### config.mk
export PLATFORM = sky130hd
export DESIGN_NAME = mux_select_arbiter
export DESIGN_NICKNAME = d
export VERILOG_FILES = /design/src/rtl/mux_select_arbiter.sv
export SDC_FILE = /design/constraint.sdc
export NUM_CORES = 1
export LEC_CHECK = 0
export CORE_AREA = 2 2 39 41
export CTS_BUF_LIST = sky130_fd_sc_hd__clkbuf_16
export DETAILED_ROUTE_END_ITERATION = 12
export DIE_AREA = 0 0 41 43
export PLACE_DENSITY_LB_ADDON = 0.25
export SYNTH_ARGS = -nofsm -noshare
export SYNTH_HDL_FRONTEND = slang
export SYNTH_SLANG_ARGS = --single-unit
### constraint.sdc
create_clock -name clk -period 1.2 [get_ports clk]
set_input_delay 0.24 -clock clk [delete_from_list [all_inputs] [get_ports clk]]
set_output_delay 0.24 -clock clk [all_outputs]
set_load 0.05 [all_outputs]
### src/rtl/mux_select_arbiter.sv
// -----------------------------------------------------------------------------
// mux_select_arbiter
//
// Two-requester round-robin arbiter that owns the select line of the shared
// 2:1 mux path. A requester raises req, receives an exclusive grant, and
// releases it with a done pulse or by dropping req. Between two owners there
// is always one idle "gap" cycle with both grants low, so the mux output is
// never handed directly from one user to the other.
//
// Optional feature (macro ARB_TIMEOUT_EN):
//   When defined, a grant that reaches HOLD_MAX consecutive cycles is
//   forcibly revoked if the other requester is waiting, and timeout pulses
//   for one cycle. When undefined, grants last until released and timeout
//   is tied to 0.
//
// Parameters:
//   HOLD_MAX  maximum consecutive grant cycles before forced rotation (2..15)
//   CNT_W     width of the hold counter, 2**CNT_W > HOLD_MAX
//
// Ports:
//   clk      system clock, rising edge
//   rst      asynchronous, active-low reset
//   req1     requester 1 wants the mux (held high until done)
//   req2     requester 2 wants the mux
//   done1    requester 1 single-cycle release pulse
//   done2    requester 2 single-cycle release pulse
//   grant1   requester 1 owns the mux
//   grant2   requester 2 owns the mux
//   select   mux select: 0 = input1 path, 1 = input2 path
//   busy     grant1 | grant2, registered
//   timeout  one-cycle pulse when a grant is forcibly revoked
// -----------------------------------------------------------------------------
module mux_select_arbiter #(
    parameter int HOLD_MAX = 8,
    parameter int CNT_W    = 4
) (
    input  logic clk,
    input  logic rst,
    input  logic req1,
    input  logic req2,
    input  logic done1,
    input  logic done2,
    output logic grant1,
    output logic grant2,
    output logic select,
    output logic busy,
    output logic timeout
);

    typedef enum logic [1:0] {
        IDLE = 2'd0,
        GNT1 = 2'd1,
        GNT2 = 2'd2,
        GAP  = 2'd3
    } state_t;

    // Reject illegal parameter combinations at elaboration time.
    if (HOLD_MAX < 2 || HOLD_MAX > 15 || (2 ** CNT_W) <= HOLD_MAX) begin : g_param_check
        $error("mux_select_arbiter: HOLD_MAX must be 2..15 and fit in CNT_W bits");
    end

`ifdef ARB_TIMEOUT_EN
    // Counter value seen during the HOLD_MAX-th grant cycle.
    localparam logic [CNT_W-1:0] HOLD_LAST = CNT_W'(HOLD_MAX - 1);
`endif

    state_t           state;
    state_t           arb_pick;
    logic             last_two;  // 1: requester 2 was the most recent owner
    logic [CNT_W-1:0] cnt;

    // Round-robin pick used from IDLE and GAP: on a tie the requester that
    // did not own the mux last wins.
    function automatic state_t arbitrate(input logic r1, input logic r2,
                                         input logic lt);
        if (r1 && r2) begin
            return lt ? GNT1 : GNT2;
        end else if (r1) begin
            return GNT1;
        end else if (r2) begin
            return GNT2;
        end
        return IDLE;
    endfunction

    assign arb_pick = arbitrate(req1, req2, last_two);

    // NOTE: all state and outputs update with non-blocking assignments so
    // every branch below reads the pre-edge values, never a half-updated mix.
    always_ff @(posedge clk or negedge rst) begin
        if (!rst) begin
            state    <= IDLE;
            grant1   <= 1'b0;
            grant2   <= 1'b0;
            busy     <= 1'b0;
            select   <= 1'b0;
            last_two <= 1'b1;  // requester 1 wins the first tie
            cnt      <= '0;
`ifdef ARB_TIMEOUT_EN
            timeout  <= 1'b0;
`endif
        end else begin
`ifdef ARB_TIMEOUT_EN
            timeout <= 1'b0;
`endif
            case (state)
                IDLE, GAP: begin
                    // select is not touched here, so it holds through GAP.
                    state <= arb_pick;
                    case (arb_pick)
                        GNT1: begin
                            grant1 <= 1'b1;
                            busy   <= 1'b1;
                            select <= 1'b0;
                            cnt    <= '0;
                        end
                        GNT2: begin
                            grant2 <= 1'b1;
                            busy   <= 1'b1;
                            select <= 1'b1;
                            cnt    <= '0;
                        end
                        default: ;
                    endcase
                end

                GNT1: begin
                    if (cnt != '1) begin
                        cnt <= cnt + 1'b1;
                    end
                    // A done pulse and a dropped req in the same cycle
                    // collapse into this single release.
                    if (done1 || !req1) begin
                        state    <= GAP;
                        grant1   <= 1'b0;
                        busy     <= 1'b0;
                        last_two <= 1'b0;
                    end
`ifdef ARB_TIMEOUT_EN
                    else if (cnt == HOLD_LAST && req2) begin
                        state    <= GAP;
                        grant1   <= 1'b0;
                        busy     <= 1'b0;
                        last_two <= 1'b0;
                        timeout  <= 1'b1;
                    end
`endif
                end

                GNT2: begin
                    if (cnt != '1) begin
                        cnt <= cnt + 1'b1;
                    end
                    if (done2 || !req2) begin
                        state    <= GAP;
                        grant2   <= 1'b0;
                        busy     <= 1'b0;
                        last_two <= 1'b1;
                    end
`ifdef ARB_TIMEOUT_EN
                    else if (cnt == HOLD_LAST && req1) begin
                        state    <= GAP;
                        grant2   <= 1'b0;
                        busy     <= 1'b0;
                        last_two <= 1'b1;
                        timeout  <= 1'b1;
                    end
`endif
                end

                default: state <= IDLE;
            endcase
        end
    end

`ifndef ARB_TIMEOUT_EN
    assign timeout = 1'b0;
`endif

endmodule

### After elaboration in Yosys (flattened, before gate mapping)

Cells that the tools add are included.

| storage, ports and cells | value |
|---|---|
| bits in registers | 7 |

| cells by class | value |
|---|---|
| mux-type cells | 22 |
| reduce and logical (&&, ||, !) cells | 18 |
| equal/unequal tests | 10 |

Operators with widths:

| cell | count |
|---|---|
| $mux 2 | 7 |
| $reduce_and 3->1 | 4 |
| $mux 1 | 9 |
| $pmux 1 s2 | 4 |
| $reduce_bool 2->1 | 4 |
| $eq 2x2->1 const B | 3 |
| $ne 2x2->1 const B | 3 |
| $pmux 2 s3 | 1 |
| $eq 2x1->1 const B | 2 |
| $ne 2x1->1 const B | 2 |
| $reduce_and 2->1 | 2 |
| $reduce_or 2->1 | 2 |
| $pmux 1 s3 | 1 |
| $logic_not 1->1 | 2 |
| $logic_not 2->1 | 1 |
| $logic_or 1x1->1 | 2 |
| $logic_and 1x1->1 | 1 |

### Longest topological paths before layout

Gate-level depths: netlist of the first run.

| depth | value |
|---|---|
| word-level depth | 8 |
| gate-level depth with buffers | 7 |

### Worst setup path before layout of the first run

No wires, ideal clock.

| path | value |
|---|---|
| kind | register to register |
| start | register last_two |
| end | register busy |
| path slack | -161 ps |
| data arrival time | 1288 ps |
| stages on the path, launching flop included | 6 |
| required time | 1127 ps |
| cell sequence | dfstp_2 nand2b_1 nand2_1 ha_1 a211oi_2 a2bb2oi_2 |

| on the way | value |
|---|---|
| word-level cells in the longest chain between the ends | 7 |
| elaborated cells on any way between the ends | 8 |
| classes of those cells | eq/ne: 3; mux: 3; reduce/logical: 2 |

Ends and longest elaborated chain:

| item | line | RTL |
|---|---|---|
| start, declared | 69 | `logic last_two;` |
| start signal, assigned | 97 | `last_two <= 1'b1;` |
| start signal, assigned | 137 | `last_two <= 1'b0;` |
| start signal, assigned | 158 | `last_two <= 1'b1;` |
| $mux 2 (*) | 77 | `return lt ? GNT1 : GNT2;` |
| $mux 2 (*) | 76 | `if (r1 && r2) begin` |
| $mux 2 (*) | 83 | `return IDLE;` |
| $eq 2x2->1 or $eq 2x1->1 (tied branches) | 110 | `case (arb_pick)` |
| $reduce_or 2->1 (no line) (*) | -- |  |
| $ne 2x2->1 (no line) (*) | -- |  |
| $reduce_and 3->1 (no line) (*) | -- |  |
| end signal, assigned | 113 | `busy <= 1'b1;` |
| end signal, assigned | 119 | `busy <= 1'b1;` |
| end signal, assigned | 136 | `busy <= 1'b0;` |
| end, declared | 46 | `output logic busy,` |

Mark *: on every way between the ends. The rest lies on a longest branch, timed or not.
A chain may end at the register's enable or synchronous reset.

### Worst setup path after layout of the first run

| path | value |
|---|---|
| start | register last_two |
| end | register grant1 |

| on the way | value |
|---|---|
| word-level cells in the longest chain between the ends | 6 |

Ends and longest elaborated chain:

| item | line | RTL |
|---|---|---|
| $mux 2 | 77 |  |
| $mux 2 | 76 |  |
| $mux 2 | 83 |  |
| $eq 2x1->1 | 110 |  |
| $ne 2x1->1 (no line) | -- |  |
| $reduce_and 3->1 (no line) | -- |  |
| end signal, assigned | 93 | `grant1 <= 1'b0;` |
| end signal, assigned | 112 | `grant1 <= 1'b1;` |
| end signal, assigned | 135 | `grant1 <= 1'b0;` |
| end, declared | 43 | `output logic grant1,` |

No other way between the ends.

==> reports/results.tsv, run 1 <==
stage	metric	value	unit
status	status	complete, but fails checks	
status	failing checks	negative setup slack	
sta	Setup Skew	4.29	ps
floorplanning	Starting Density	34.3	%
routing	Post-Route WL	1050	um
clock_network	# H-tree levels	1	
routing	initial drt markers	1	
clock_network	CTS sink cnt	7	
critical_path	Most common cell on crit path	o31ai_1	
global_route	total gr overflow	0	
clock_network	CTS root buf	clkbuf_16	
synth	largest cells by area after synthesis	dfrtp_1 32%, ha_1 16%, o31ai_1 6.3%, dfstp_2 5.5%, mux2i_1 4.2%	
cells_and_area	final net count	81	
clock_network	CTS tree	done	
critical_path	worst path bufs/invs	1	
sta	Final WS setup	-201	ps
floorplanning	Row Count	14	
critical_path	worst-path maximum fanout	3	
synth	register area share after synthesis	37.2	%
floorplanning	Die Y-Extent	43	um
synth	adder-cell share of the synthesized area	15.8	%
sta	Fin. Hold Viols	0	
floorplanning	Ports	11	
synth	simple-gate portion of the synthesized area	16.6	%
synth	XOR/XNOR share of the synthesized area	0	%
cells_and_area	area delta synth->final	79.9	%
clock_network	CTS max path bufs	2	
synth	Ys Warns	0	
floorplanning	core area	0.00138	sq mm
clock_network	clock slew at reported path FFs	40	ps
global_route	number of global-route vias before repair	372	
synth	proportion of netlist area held by the largest area contributor	31.7	%
sta	max-slew violations	0	
synth	count of state elements after synthesis	7	
routing	# DRC	0	
power_and_ir_drop	worst-case vdd ir drop	0.00123	V
sta	unrepaired setup endpoints after global routing	true	
routing	Avg WL per Cell	12.5	um
sta	final worst path period share	117	%
placed_design	placer's final routability congestion estimate	0.739	
cells_and_area	Ant. Diodes	0	
synth	leading area contributor after synthesis	dfrtp_1	
placed_design	Port-buffer cells	9	
synth	Synth Area in Compound Gates	19.8	%
run	max-cap violation count	0	
synth	largest family of logic cells by synthesized area	compound AO/OA/AOI/OAI gates	
critical_path	Arr. time, crit path	1500	ps
synth	Syn Std Cell Area	474	sq um
critical_path	crit path kind	reg2reg	
synth	Post-Synthesis Cells	45	
routing	routed vias	402	
global_route	pin count of the biggest net entering global routing	8	
critical_path	crit-path cells	nand2b_4 -> nand2_4 -> inv_2 -> ha_1 -> nor2b_1 -> o31ai_1 -> o31ai_1	
power_and_ir_drop	pwr/cell area	3160	mW/mm^2
clock_network	TritonCTS buffer count	3	
floorplanning	Die X	41	um
sta	Final Setup Violations	7	
critical_path	critical path's slowest cell	dfstp_2	
critical_path	Crit path max-delay family	flip-flops	
global_route	initial antenna violation count	0	
routing	Vias per Instance	4.79	
placed_design	Placed Cells	75	
synth	syn_area_per_cell	10.5	sq um
power_and_ir_drop	total power draw	2.70	mW
cells_and_area	fill count	103	
sta	FMAX	0.714	GHz
hold_path	Worst Hold Class	in2async	
cells_and_area	Layout Cells excl Fill	84	
global_route	first-pass GRT wire length	1580	um
sta	fin crit period	1400	ps
placed_design	post-DP HPWL	744	um
synth	post-synthesis mux area share	4.22	%
global_route	Total GRT Usage	14.2	%
clock_network	post-cts hold buffer count	0	
power_and_ir_drop	LEAKAGE	0.407	nW
synth	syn_nets	57	
synth	Yosys cell types	22	
routing	post-detailed-route count of antenna-violating nets	0	
routing	1st-pass router iterations	2	
critical_path	Critical Path Sink Type	register	
critical_path	CP required	1300	ps
critical_path	max incr delay on CP	530	ps
critical_path	CP Launch Type	register	
clock_network	Clock Latency Late Sink	230	ps
floorplanning	die footprint	0.00176	sq mm
cells_and_area	fraction of layout cells with a size suffix above 1	55.9	%
==> power by group <==
part / internal (mW) / switching, mW / total, mW
combinational: 0.915 / 0.738 / 1.65
sequential: 0.371 / 0.112 / 0.482
clock: 0.433 / 0.129 / 0.562
==> final timing paths <==
check | from | to | slack [ps] | depth (start not counted)
worst max register to register | last_two | grant1 | -200 | 7
max in group asynchronous | rst | last_two | 650 | 1
worst max-delay path | last_two | grant1 | -200 | 7
min in group clk | last_two | last_two | 520 | 1
worst min-delay path | rst | select | 270 | 1
worst min register to register | last_two | last_two | 520 | 1
==> synth_stat cells (all sizes together) <==
library cell	n
ha	6
dfstp	1
o32a	1
nand3b	1
inv	5
nand2b	1
nor3	1
o31ai	4
o21ai	1
a211oi	1
nor2	1
conb	1
mux2i	2
a2bb2oi	1
and2b	1
dfrtp	6
nand2	4
a21oi	2
buf	1
nor2b	3
and3b	1
==> layout make-up <==
| cell class | count | area (sq um) | area share [%] |
|---|---|---|---|
| tap | 16 | 20.0 | 2.35 |
| multi-input combinational | 32 | 338 | 39.6 |
| sequential | 7 | 176 | 20.7 |
| clock inverter | 1 | 3.75 | 0.440 |
| timing repair buffer | 20 | 221 | 26.0 |
| inverter | 5 | 18.8 | 2.20 |
| clock buffer | 3 | 75.1 | 8.80 |
==> flip-flops by register name, summed over array words and instances, names as in the netlist <==
register	flops
busy	1
grant2	1
select	1
grant1	1
state	2
last_two	1
==> logic make-up (layout without fill, tap and decap cells) <==
| family | after synthesis | in the layout |
|---|---|---|
| AND/OR/NAND/NOR | 13 | 13 |
| AO/OA/AOI/OAI | 10 | 10 |
| flip-flops | 7 | 7 |
| adder cells (fa/ha/maj) | 6 | 6 |
| buffers and inverters | 6 | 29 |
| multiplexers | 2 | 2 |
| other | 1 | 1 |
==> layout by cell type (no fill, tap or decap) <==
cell type        instances
a211oi_2                 1
a21oi_1                  1
a21oi_4                  1
a2bb2oi_2                1
and2b_4                  1
and3b_4                  1
buf_12                   4
buf_4                    8
buf_6                    3
clkbuf_16                3
clkdlybuf4s50_1          3
conb_1                   1
dfrtp_1                  6
dfstp_2                  1
dlygate4sd2_1            2
ha_1                     3
ha_2                     1
ha_4                     2
inv_1                    2
inv_2                    4
mux2i_1                  2
nand2_1                  2
nand2_2                  1
nand2_4                  1
nand2b_4                 1
nand3b_1                 1
nor2_1                   1
nor2b_1                  2
nor2b_4                  1
nor3_2                   1
o21ai_2                  1
o31ai_1                  3
o31ai_2                  1
o32a_1                   1
==> per-layer routing <==
metal	vias to the layer above	wire (um)	global-route usage, %
li1	200	-	-
met1	188	456	17.7
met2	9	503	18.8
met3	5	63	6.28
met4	0	30	10.0
met5	-	0	0
==> what timing repair did <==
item | 4_1_cts | 5_1_grt
setup endpoints to repair | 7 | 7
pin swaps | 2 | 3
buffers inserted | 2 | 3
resized for setup | 10 | 6
==> stage by stage <==
step	hold WS [ps]	cell area, sq um	TNS (ps)	util [%]	setup slack [ps]
2_1_floorplan	-55.6	509	-386	-	-122
3_3_place_gp	520	697	-2250	50.4	-455
3_5_place_dp	522	697	-2390	50.4	-482
4_1_cts	287	816	-729	59.0	-198
5_1_grt	303	853	-1040	61.7	-261
6_report	267	853	-675	61.7	-201
(Power assumes the default switching activity.)
==> inputs of run 2 (changes only) <==
- HOLD_SLACK_MARGIN: unset -> 0.15
- clock period: 1.2 -> 1.7 ns (I/O delays scaled with it)
==> run 2 against run 1 <==
  * The flow now finishes without violations
  * Register-to-register slack better by 450 ps
  * Clock skew down 3.8 ps
  * Sequential cell count unchanged
  * Die area unchanged
  * Worst setup slack better by 410 ps
  * Non-clock buffer count down 8
  * First-iteration DRC count up 100%
  * Sequential power down 35%
  * Critical path depth unchanged
  * Critical path type is now in2reg
  * Highest routed layer unchanged
==> reports/results.tsv, run 2 (synthesis results as in run 1) <==
stage	metric	value	unit	change
cells_and_area	leading cell type in the layout, fill and taps excluded	buf_4		unchanged
run	max-cap violation count	0		unchanged
cells_and_area	most frequent cells in the layout	7 x buf_4, 6 x inv_1, 6 x ha_1, 6 x dfrtp_1, 5 x clkdlybuf4s50_1		was 8 x buf_4, 6 x dfrtp_1, 4 x inv_2, 4 x buf_12
cells_and_area	fraction of layout cells with a size suffix above 1	26.7	%	was 55.9%
power_and_ir_drop	worst-case vdd ir drop	0.000845	V	was 0.00123 V
clock_network	Post-CTS Setup Bufs	0		was 2
global_route	number of global-route vias before repair	377		was 372
placed_design	placer's final routability congestion estimate	0.734		was 0.739
sta	Setup Skew	0.528	ps	was 4.29 ps
critical_path	critical path's slowest cell	clkdlybuf4s50_1		was dfstp_2
placed_design	Port-buffer cells	9		unchanged
routing	initial drt markers	2		was 1
placed_design	post-DP HPWL	733	um	was 744 um
clock_network	CTS root buf	clkbuf_16		unchanged
critical_path	Crit path max-delay family	buffers and inverters		was flip-flops
clock_network	Clock Latency Late Sink	230	ps	about the same
critical_path	max incr delay on CP	500	ps	was 530 ps
routing	post-detailed-route count of antenna-violating nets	0		unchanged
critical_path	crit path kind	in2reg		was reg2reg
global_route	Total GRT Usage	14.6	%	was 14.2%
cells_and_area	max reg flops	2		unchanged
critical_path	worst-path maximum fanout	3		unchanged
routing	Avg WL per Cell	12.5	um	about the same
sta	Final WS setup	210	ps	was -201 ps
routing	routed vias	360		was 402
critical_path	crit-path cells	clkdlybuf4s50_1 -> nand2_1 -> nand2_1 -> inv_1 -> ha_1 -> a211oi_2 -> a2bb2oi_2		was nand2b_4 -> nand2_4 -> inv_2 -> ha_1 -> nor2b_1 -> o31ai_1 -> o31ai_1
cells_and_area	area delta synth->final	40.9	%	was 79.9%
global_route	total gr overflow	0		unchanged
critical_path	CP Launch Type	input pin		was register
clock_network	CTS sink cnt	7		unchanged
floorplanning	Starting Density	34.3	%	unchanged
cells_and_area	Reg with most FFs	state		unchanged
hold_path	Worst Hold Class	in2async		unchanged
clock_network	clock slew at reported path FFs	40	ps	about the same
clock_network	post-cts hold buffer count	0		unchanged
clock_network	TritonCTS buffer count	3		unchanged
sta	fin crit period	1490	ps	
sta	Final Setup Violations	0		was 7
critical_path	worst path bufs/invs	2		was 1
sta	unrepaired setup endpoints after global routing	false		was true
cells_and_area	final net count	73		was 81
sta	FMAX	0.671	GHz	
sta	Post-Route Setup TNS	0	ps	was -675 ps
floorplanning	Ports	11		unchanged
routing	# DRC	0		unchanged
critical_path	Most common cell on crit path	nand2_1		was o31ai_1
routing	Vias per Instance	4.74		was 4.79
global_route	pin count of the biggest net entering global routing	8		unchanged
sta	final worst path period share	87.6	%	
floorplanning	Die X	41	um	unchanged
power_and_ir_drop	LEAKAGE	0.335	nW	was 0.407 nW
cells_and_area	fill count	138		was 103
critical_path	Arr. time, crit path	1650	ps	was 1500 ps
global_route	initial antenna violation count	0		unchanged
power_and_ir_drop	total power draw	1.43	mW	was 2.70 mW
floorplanning	core area	0.00138	sq mm	unchanged
routing	Post-Route WL	947	um	was 1050 um
power_and_ir_drop	pwr/cell area	2150	mW/mm^2	was 3160 mW/mm^2
clock_network	CTS tree	done		unchanged
clock_network	# H-tree levels	1		unchanged
cells_and_area	Ant. Diodes	0		unchanged
floorplanning	Row Count	14		unchanged
critical_path	CP required	1860	ps	was 1300 ps
status	status	finished, final reports clean		was complete, but fails checks
clock_network	Resized Gates After CTS	0		was 10
sta	Fin. Hold Viols	0		unchanged
floorplanning	Die Y-Extent	43	um	unchanged
sta	max-slew violations	0		unchanged
floorplanning	die footprint	0.00176	sq mm	unchanged
routing	1st-pass router iterations	3		was 2
placed_design	Placement Setup Slack	-31.0	ps	was -482 ps
critical_path	Critical Path Sink Type	register		unchanged
clock_network	CTS max path bufs	2		unchanged
global_route	first-pass GRT wire length	1570	um	was 1580 um
## run 2: layer usage
metal / vias up / wire [um] / track usage (%)
met1: 159 / 442 / 17.1
li1: 183 / - / -
met4: 0 / 40 / 12.0
met3: 5 / 85 / 6.28
met5: - / 0 / 0
met2: 13 / 379 / 19.4
## run 2: layout make-up
cell class / count / area [sq um] / area share, %
multi-input cells: 32 / 272 / 40.6
flip-flops and latches: 7 / 176 / 26.4
repair buffers: 12 / 103 / 15.4
clock buffers: 3 / 75.1 / 11.2
well taps: 16 / 20.0 / 3.00
inverters: 5 / 18.8 / 2.81
clock inverters: 1 / 3.75 / 0.562
## run 2: final timing paths
check / start / to / slack [ps] / cells after the start
worst min register to register: grant2 / grant2 / 510 / 2
worst max-delay path: req1 / busy / 210 / 7
worst min-delay path: rst / grant1 / 390 / 1
worst max register to register: last_two / busy / 250 / 5
max in group asynchronous: rst / last_two / 1010 / 1
min in group clk: grant2 / grant2 / 510 / 2
## run 2: metrics by stage
stage                     hold WS [ps]  instances  cell area, sq um  utilization, %
after floorplan                   44.4         45               474               -
after global placement             489         72               589            42.6
after detailed placement           498         72               589            42.6
after CTS                          404         76               668            48.3
after global routing               419         76               668            48.3
final                              387         76               668            48.3
## run 2: where the power goes
group	total (mW)	internal, mW	leakage [nW]	switching (mW)
clock	0.399	0.306	0.0423	0.0925
sequential	0.312	0.261	0.0794	0.0508
combinational	0.724	0.293	0.214	0.431
total	1.43	0.860	0.335	0.575
==> inputs of run 3 (changes only) <==
- GPL_ROUTABILITY_DRIVEN: unset -> 0
- SKIP_LAST_GASP: unset -> 1
==> results of run 3 <==
Same layout as run 2: the final DEF is identical, and so are final timing and power.
